===== src/rtl/fifo_burst_pkg.sv =====
// fifo_burst_pkg: shared types for the FIFO burst reader.
// Holds the FSM state enum and the counter-width helper.
package fifo_burst_pkg;

  typedef enum logic [1:0] {
    IDLE,
    RUN,
    DRAIN
  } state_t;

  // Bits needed to count from 0 up to and including n.
  function automatic int cnt_w(input int n);
    return $clog2(n + 1);
  endfunction

endpackage


===== src/rtl/stream_buf2.sv =====
// stream_buf2: 2-entry FIFO-order buffer with a valid/ready output.
// Ports: push/push_data in, count out, data/valid out, ready in.
module stream_buf2 #(
  parameter int DWIDTH = 32
) (
  input  logic              clk_i,
  input  logic              arst_n_i,
  input  logic              push,
  input  logic [DWIDTH-1:0] push_data,
  output logic [1:0]        count,
  output logic [DWIDTH-1:0] data,
  output logic              valid,
  input  logic              ready
);

  logic [DWIDTH-1:0] e0;
  logic [DWIDTH-1:0] e1;
  logic              pop;

  assign pop   = valid && ready;
  assign valid = (count != 2'd0);
  assign data  = e0;

  // e0 is always the head; e1 only holds data at count 2.
  always_ff @(posedge clk_i or negedge arst_n_i) begin
    if (!arst_n_i) begin
      e0    <= '0;
      e1    <= '0;
      count <= 2'd0;
    end else begin
      case ({push, pop})
        2'b10: begin
          if (count == 2'd0) e0 <= push_data;
          else               e1 <= push_data;
          count <= count + 2'd1;
        end
        2'b01: begin
          e0    <= e1;
          count <= count - 2'd1;
        end
        2'b11: begin
          if (count == 2'd1) begin
            e0 <= push_data;
          end else begin
            e0 <= e1;
            e1 <= push_data;
          end
        end
        default: ;
      endcase
    end
  end

endmodule


===== src/rtl/fifo_burst_reader.sv =====
// fifo_burst_reader: pops BURST_LEN words from a showahead FIFO
// once a full burst is present and emits them as one framed packet.
// Ports: fifo_* (FIFO side), data/valid/ready/sop/eop stream, busy_o.
module fifo_burst_reader
  import fifo_burst_pkg::*;
#(
  parameter int DWIDTH    = 32,
  parameter int AWIDTH    = 8,
  parameter int BURST_LEN = 16
) (
  input  logic              clk_i,
  input  logic              arst_n_i,
  input  logic [DWIDTH-1:0] fifo_q_i,
  input  logic              fifo_empty_i,
  input  logic              fifo_full_i,
  input  logic [AWIDTH-1:0] fifo_usedw_i,
  output logic              fifo_rdreq_o,
  output logic [DWIDTH-1:0] data_o,
  output logic              valid_o,
  input  logic              ready_i,
  output logic              startofpacket_o,
  output logic              endofpacket_o,
  output logic              busy_o
);

  localparam int TW = cnt_w(BURST_LEN);
  localparam logic [TW-1:0] LAST = TW'(BURST_LEN - 1);
  localparam logic [AWIDTH:0] BL_A = (AWIDTH + 1)'(BURST_LEN);

  state_t          state;
  logic [TW-1:0]   rd_cnt;
  logic [TW-1:0]   tx_cnt;
  logic [AWIDTH:0] avail;
  logic [1:0]      buf_cnt;
  logic            hs;

  // usedw wraps to 0 at full, so full stands in for 2**AWIDTH.
  assign avail = fifo_full_i ? {1'b1, {AWIDTH{1'b0}}}
                             : {1'b0, fifo_usedw_i};

  assign fifo_rdreq_o = (state == RUN) && !fifo_empty_i
                        && (buf_cnt != 2'd2);
  assign hs              = valid_o && ready_i;
  assign startofpacket_o = valid_o && (tx_cnt == '0);
  assign endofpacket_o   = valid_o && (tx_cnt == LAST);
  assign busy_o          = (state != IDLE);

  always_ff @(posedge clk_i or negedge arst_n_i) begin
    if (!arst_n_i) begin
      state  <= IDLE;
      rd_cnt <= '0;
      tx_cnt <= '0;
    end else begin
      if (hs) tx_cnt <= tx_cnt + TW'(1);
      case (state)
        IDLE: begin
          if (avail >= BL_A) begin
            state  <= RUN;
            rd_cnt <= '0;
            tx_cnt <= '0;
          end
        end
        RUN: begin
          if (fifo_rdreq_o) begin
            rd_cnt <= rd_cnt + TW'(1);
            if (rd_cnt == LAST) state <= DRAIN;
          end
        end
        DRAIN: begin
          if (hs && endofpacket_o) state <= IDLE;
        end
        default: state <= IDLE;
      endcase
    end
  end

  stream_buf2 #(
    .DWIDTH(DWIDTH)
  ) u_buf (
    .clk_i    (clk_i),
    .arst_n_i (arst_n_i),
    .push     (fifo_rdreq_o),
    .push_data(fifo_q_i),
    .count    (buf_cnt),
    .data     (data_o),
    .valid    (valid_o),
    .ready    (ready_i)
  );

endmodule

===== config.mk =====
export PLATFORM = sky130hd
export DESIGN_NAME = fifo_burst_reader
export DESIGN_NICKNAME = d
export VERILOG_FILES = /design/src/rtl/fifo_burst_pkg.sv /design/src/rtl/stream_buf2.sv /design/src/rtl/fifo_burst_reader.sv
export SDC_FILE = /design/constraint.sdc
export NUM_CORES = 1
export LEC_CHECK = 0
export ABC_AREA = 1
export CORE_AREA = 3 3 109 111
export CTS_BUF_LIST = sky130_fd_sc_hd__clkbuf_2 sky130_fd_sc_hd__clkbuf_4 sky130_fd_sc_hd__clkbuf_8
export DETAILED_ROUTE_END_ITERATION = 8
export DIE_AREA = 0 0 112 114
export SLEW_MARGIN = 10
export SYNTH_ARGS = -nofsm -noshare
export SYNTH_HDL_FRONTEND = slang
export SYNTH_SLANG_ARGS = --single-unit

===== constraint.sdc =====
create_clock -name clk_i -period 2.39 [get_ports clk_i]
set_input_delay 0.478 -clock clk_i [delete_from_list [all_inputs] [get_ports clk_i]]
set_output_delay 0.478 -clock clk_i [all_outputs]
set_load 0.03 [all_outputs]

==> out/qor.txt <==
cell leakage power -> 2.65 nW
drt pass-1 iters -> 4
wirelength, routed -> 8710 um
Sw Ratio -> 41.8%
Pins Over Slew Limit -> 0
Placed Cells -> 703
top cells by area, synth -> dfrtp_1 51%, nand2_1 22%, nand3_1 5.5%
TNS Setup -> 0 ns
post-route ant nets -> 0
fraction of layout cells with a size suffix above 1 -> 6.91%
largest net degree at the start of global routing -> 53
clock sink total -> 78
Peak VDD IR -> 521 uV
worst path bufs/invs -> 2
core area -> 0.0109 sq mm
clock network fraction of total power -> 17.5%
first-pass GRT wire length -> 15200 um
CP startpoint kind -> flop
Worst-path clk slew -> 0.09 ns
Required @ worst endpoint -> 1.91 ns
CP top delay family -> adder cells
Max Freq -> 0.443 GHz
Synth Instances -> 493
cell taking the most area after synthesis -> dfrtp_1
post-synthesis sequential area ratio -> 51.4%
Core Rows -> 38
die width -> 112 um
RD Place Congestion -> 0.752
root buffer cell -> clkbuf_8
Synth top area share -> 51.4%
CP dominant cell by count -> ha_1
slowest CP cell -> dfrtp_1
Tot GR Track Use -> 14.7%
Iter 0 DRT Violations -> 121
switching power total -> 2.66 mW
Max-Cap Viols -> 0
CP max FO -> 3
Final min period -> 2.26 ns
metal3 WL -> 367 um
commonest non-fill, non-tap cell in the layout -> nand2_1
Reg2Reg Setup Slack -> 0.31 ns
Num CTS Buffers -> 9
worst reg2reg path endpoint -> u_buf.data[23]$_DFFE_PN0P_
Reg2Reg Depth -> 12
period utilization -> 94.5%
RSZ-0062 raised after global routing -> false
# DRC -> 0
DR WL/cell -> 12.1 um
Vias/cell -> 4.46
Seq pwr share -> 34.6%
Cell Count, Final, Fillers Out -> 719
vias in the first global route -> 3218
worst-margin pin slew -> 0.577 ns
Ys Warns -> 0
Gate power share -> 47.9%
initial antenna violation count -> 0
IO Pins -> 82
Mapped Nets -> 549
area of the mapped netlist -> 0.00379 sq mm
Max Used Layer -> met4
Final nets -> 630
post-synth cell types -> 22
met2 wire length -> 4050 um
Initial Util -> 34.9%
number of hold buffers added after cts -> 0
worst path cell trace -> ha_1 -> and3_1 -> ha_1 -> inv_1 -> nor2_1 -> dlygate4sd2_1
Mean Syn Cell Area -> 7.70 sq um
grt total ovfl -> 0
# setup viols final -> 0
WL met1 -> 4140 um
status -> finished, final reports clean
H-tree lvl count -> 3
Pwr Density -> 1270 mW/mm^2
IO Port Bufs -> 77
Clock Path Buffers -> 2
most frequent cells in the layout -> 223 x nand2_1, 78 x dfrtp_1, 72 x clkdlybuf4s50_1
Die H -> 114 um
hold crit path type -> in -> async
Crit Reg-Reg Startpoint -> u_buf.count[0]$_DFFE_PN0P_
CTS tree -> done
Critical Path AT -> 1.78 ns
Post-CTS Setup Inserts -> 0
die area -> 0.0128 sq mm
Clk Latency, worst-skew pair -> 0.34 ns
Worst Setup End Kind -> primary output
Clock Skew -> 0.0108 ns
post-DP HPWL -> 6000 um
Area Overhead vs Synth -> 32.6%
CP peak stage delay -> 0.41 ns
Relative slew margins -> 61.5%
#FFs+latches synth -> 78
internal power -> 3.72 mW
Final Hold Viols -> 0
Worst Path Class, Setup -> reg -> out
n_diodes -> 0
Vias -> 3204
worst max-delay path by stage:
stage | depth (start not counted) | slack, ns | startpoint | end
6_report | 6 | 0.13 | tx_cnt[0]$_DFF_PN0_ | endofpacket_o
2_1_floorplan | 3 | 0.20 | u_buf.count[0]$_DFFE_PN0P_ | startofpacket_o
3_5_place_dp | 12 | 0.08 | fifo_empty_i | u_buf.data[7]$_DFFE_PN0P_
5_1_grt | 6 | 0.06 | tx_cnt[0]$_DFF_PN0_ | endofpacket_o
4_1_cts | 4 | 0.03 | u_buf.count[0]$_DFFE_PN0P_ | startofpacket_o
3_3_place_gp | 12 | 0.08 | fifo_empty_i | u_buf.data[7]$_DFFE_PN0P_
synth_stat cells, drive strengths merged:
library cell    n
nor4            1
inv            53
nand4           1
xnor2           2
dfrtp          78
nor3b           1
and3            1
o21bai          1
xor2            2
a21oi           1
clkbuf          3
nand2         224
buf            19
o21ai          37
ha             11
nor2           15
o211ai          1
nand3          42
cells by family after synthesis:
family	share of synthesized area, %
simple gates	30.1
flops	51.4
buf+inv	8.24
compound gates	5.64
fa+ha+maj	3.63
xor+xnor	0.923
final cells by class:
type | instances | area (sq um)
well taps | 140 | 175
clock inverters | 5 | 82.6
repair buffers | 92 | 933
inverters | 53 | 199
clock buffers | 11 | 145
fillers | 1094 | 5850
multi-input cells | 340 | 1550
flip-flops and latches | 78 | 1950
per-layer routing:
metal	track usage [%]	up-vias
li1	-	1674
met1	19.6	1452
met2	24.1	64
met3	2.76	14
met4	5.13	0
met5	0	-
repair_timing:
action | 4_1_cts | 5_1_grt
resized for setup | 3 | 3
endpoints found under the hold margin | 0 | 0
setup endpoints to repair | 3 | 1
worst reg2reg max path, cell delays in order (launching register included):
cell and delay (ns):
dfrtp_1 0.40, inv_1 0.08, ha_1 0.24, buf_4 0.17, nor2_4 0.14, buf_4 0.18
ha_1 0.19, o21bai_4 0.14, buf_12 0.19, nand3_1 0.10, nand2_1 0.06, nand2_1 0.05
nand2_1 0.07
flip-flops by register name (all words and copies together) (netlist names):
signal,cells
u_buf.e1,32
state,2
tx_cnt,5
u_buf.data,32
rd_cnt,5
u_buf.count,2
power groups by stage:
stage	Sequential, mW	Clock (mW)	Combinational (mW)
global placement	2.21	0	3.07
finish	2.21	1.12	3.06
floorplan	2.64	0	1.50
CTS	2.21	1.15	3.12
global route	2.29	1.21	3.43
detailed placement	2.23	0	3.13
stage by stage:
stage / power [mW] / worst slack (ns) / cell area, sq um / util, % / hold slack, ns
global route: 6.93 / 0.0638 / 5030 / 46.2 / 0.0600
floorplan: 4.14 / 0.198 / 3790 / - / 0.182
finish: 6.38 / 0.130 / 5030 / 46.2 / 0.0491
global placement: 5.28 / 0.0829 / 4810 / 44.2 / 0.435
detailed placement: 5.36 / 0.0806 / 4810 / 44.2 / 0.440
CTS: 6.48 / 0.0284 / 5040 / 46.3 / 0.0537
(Power assumes the default switching activity.)
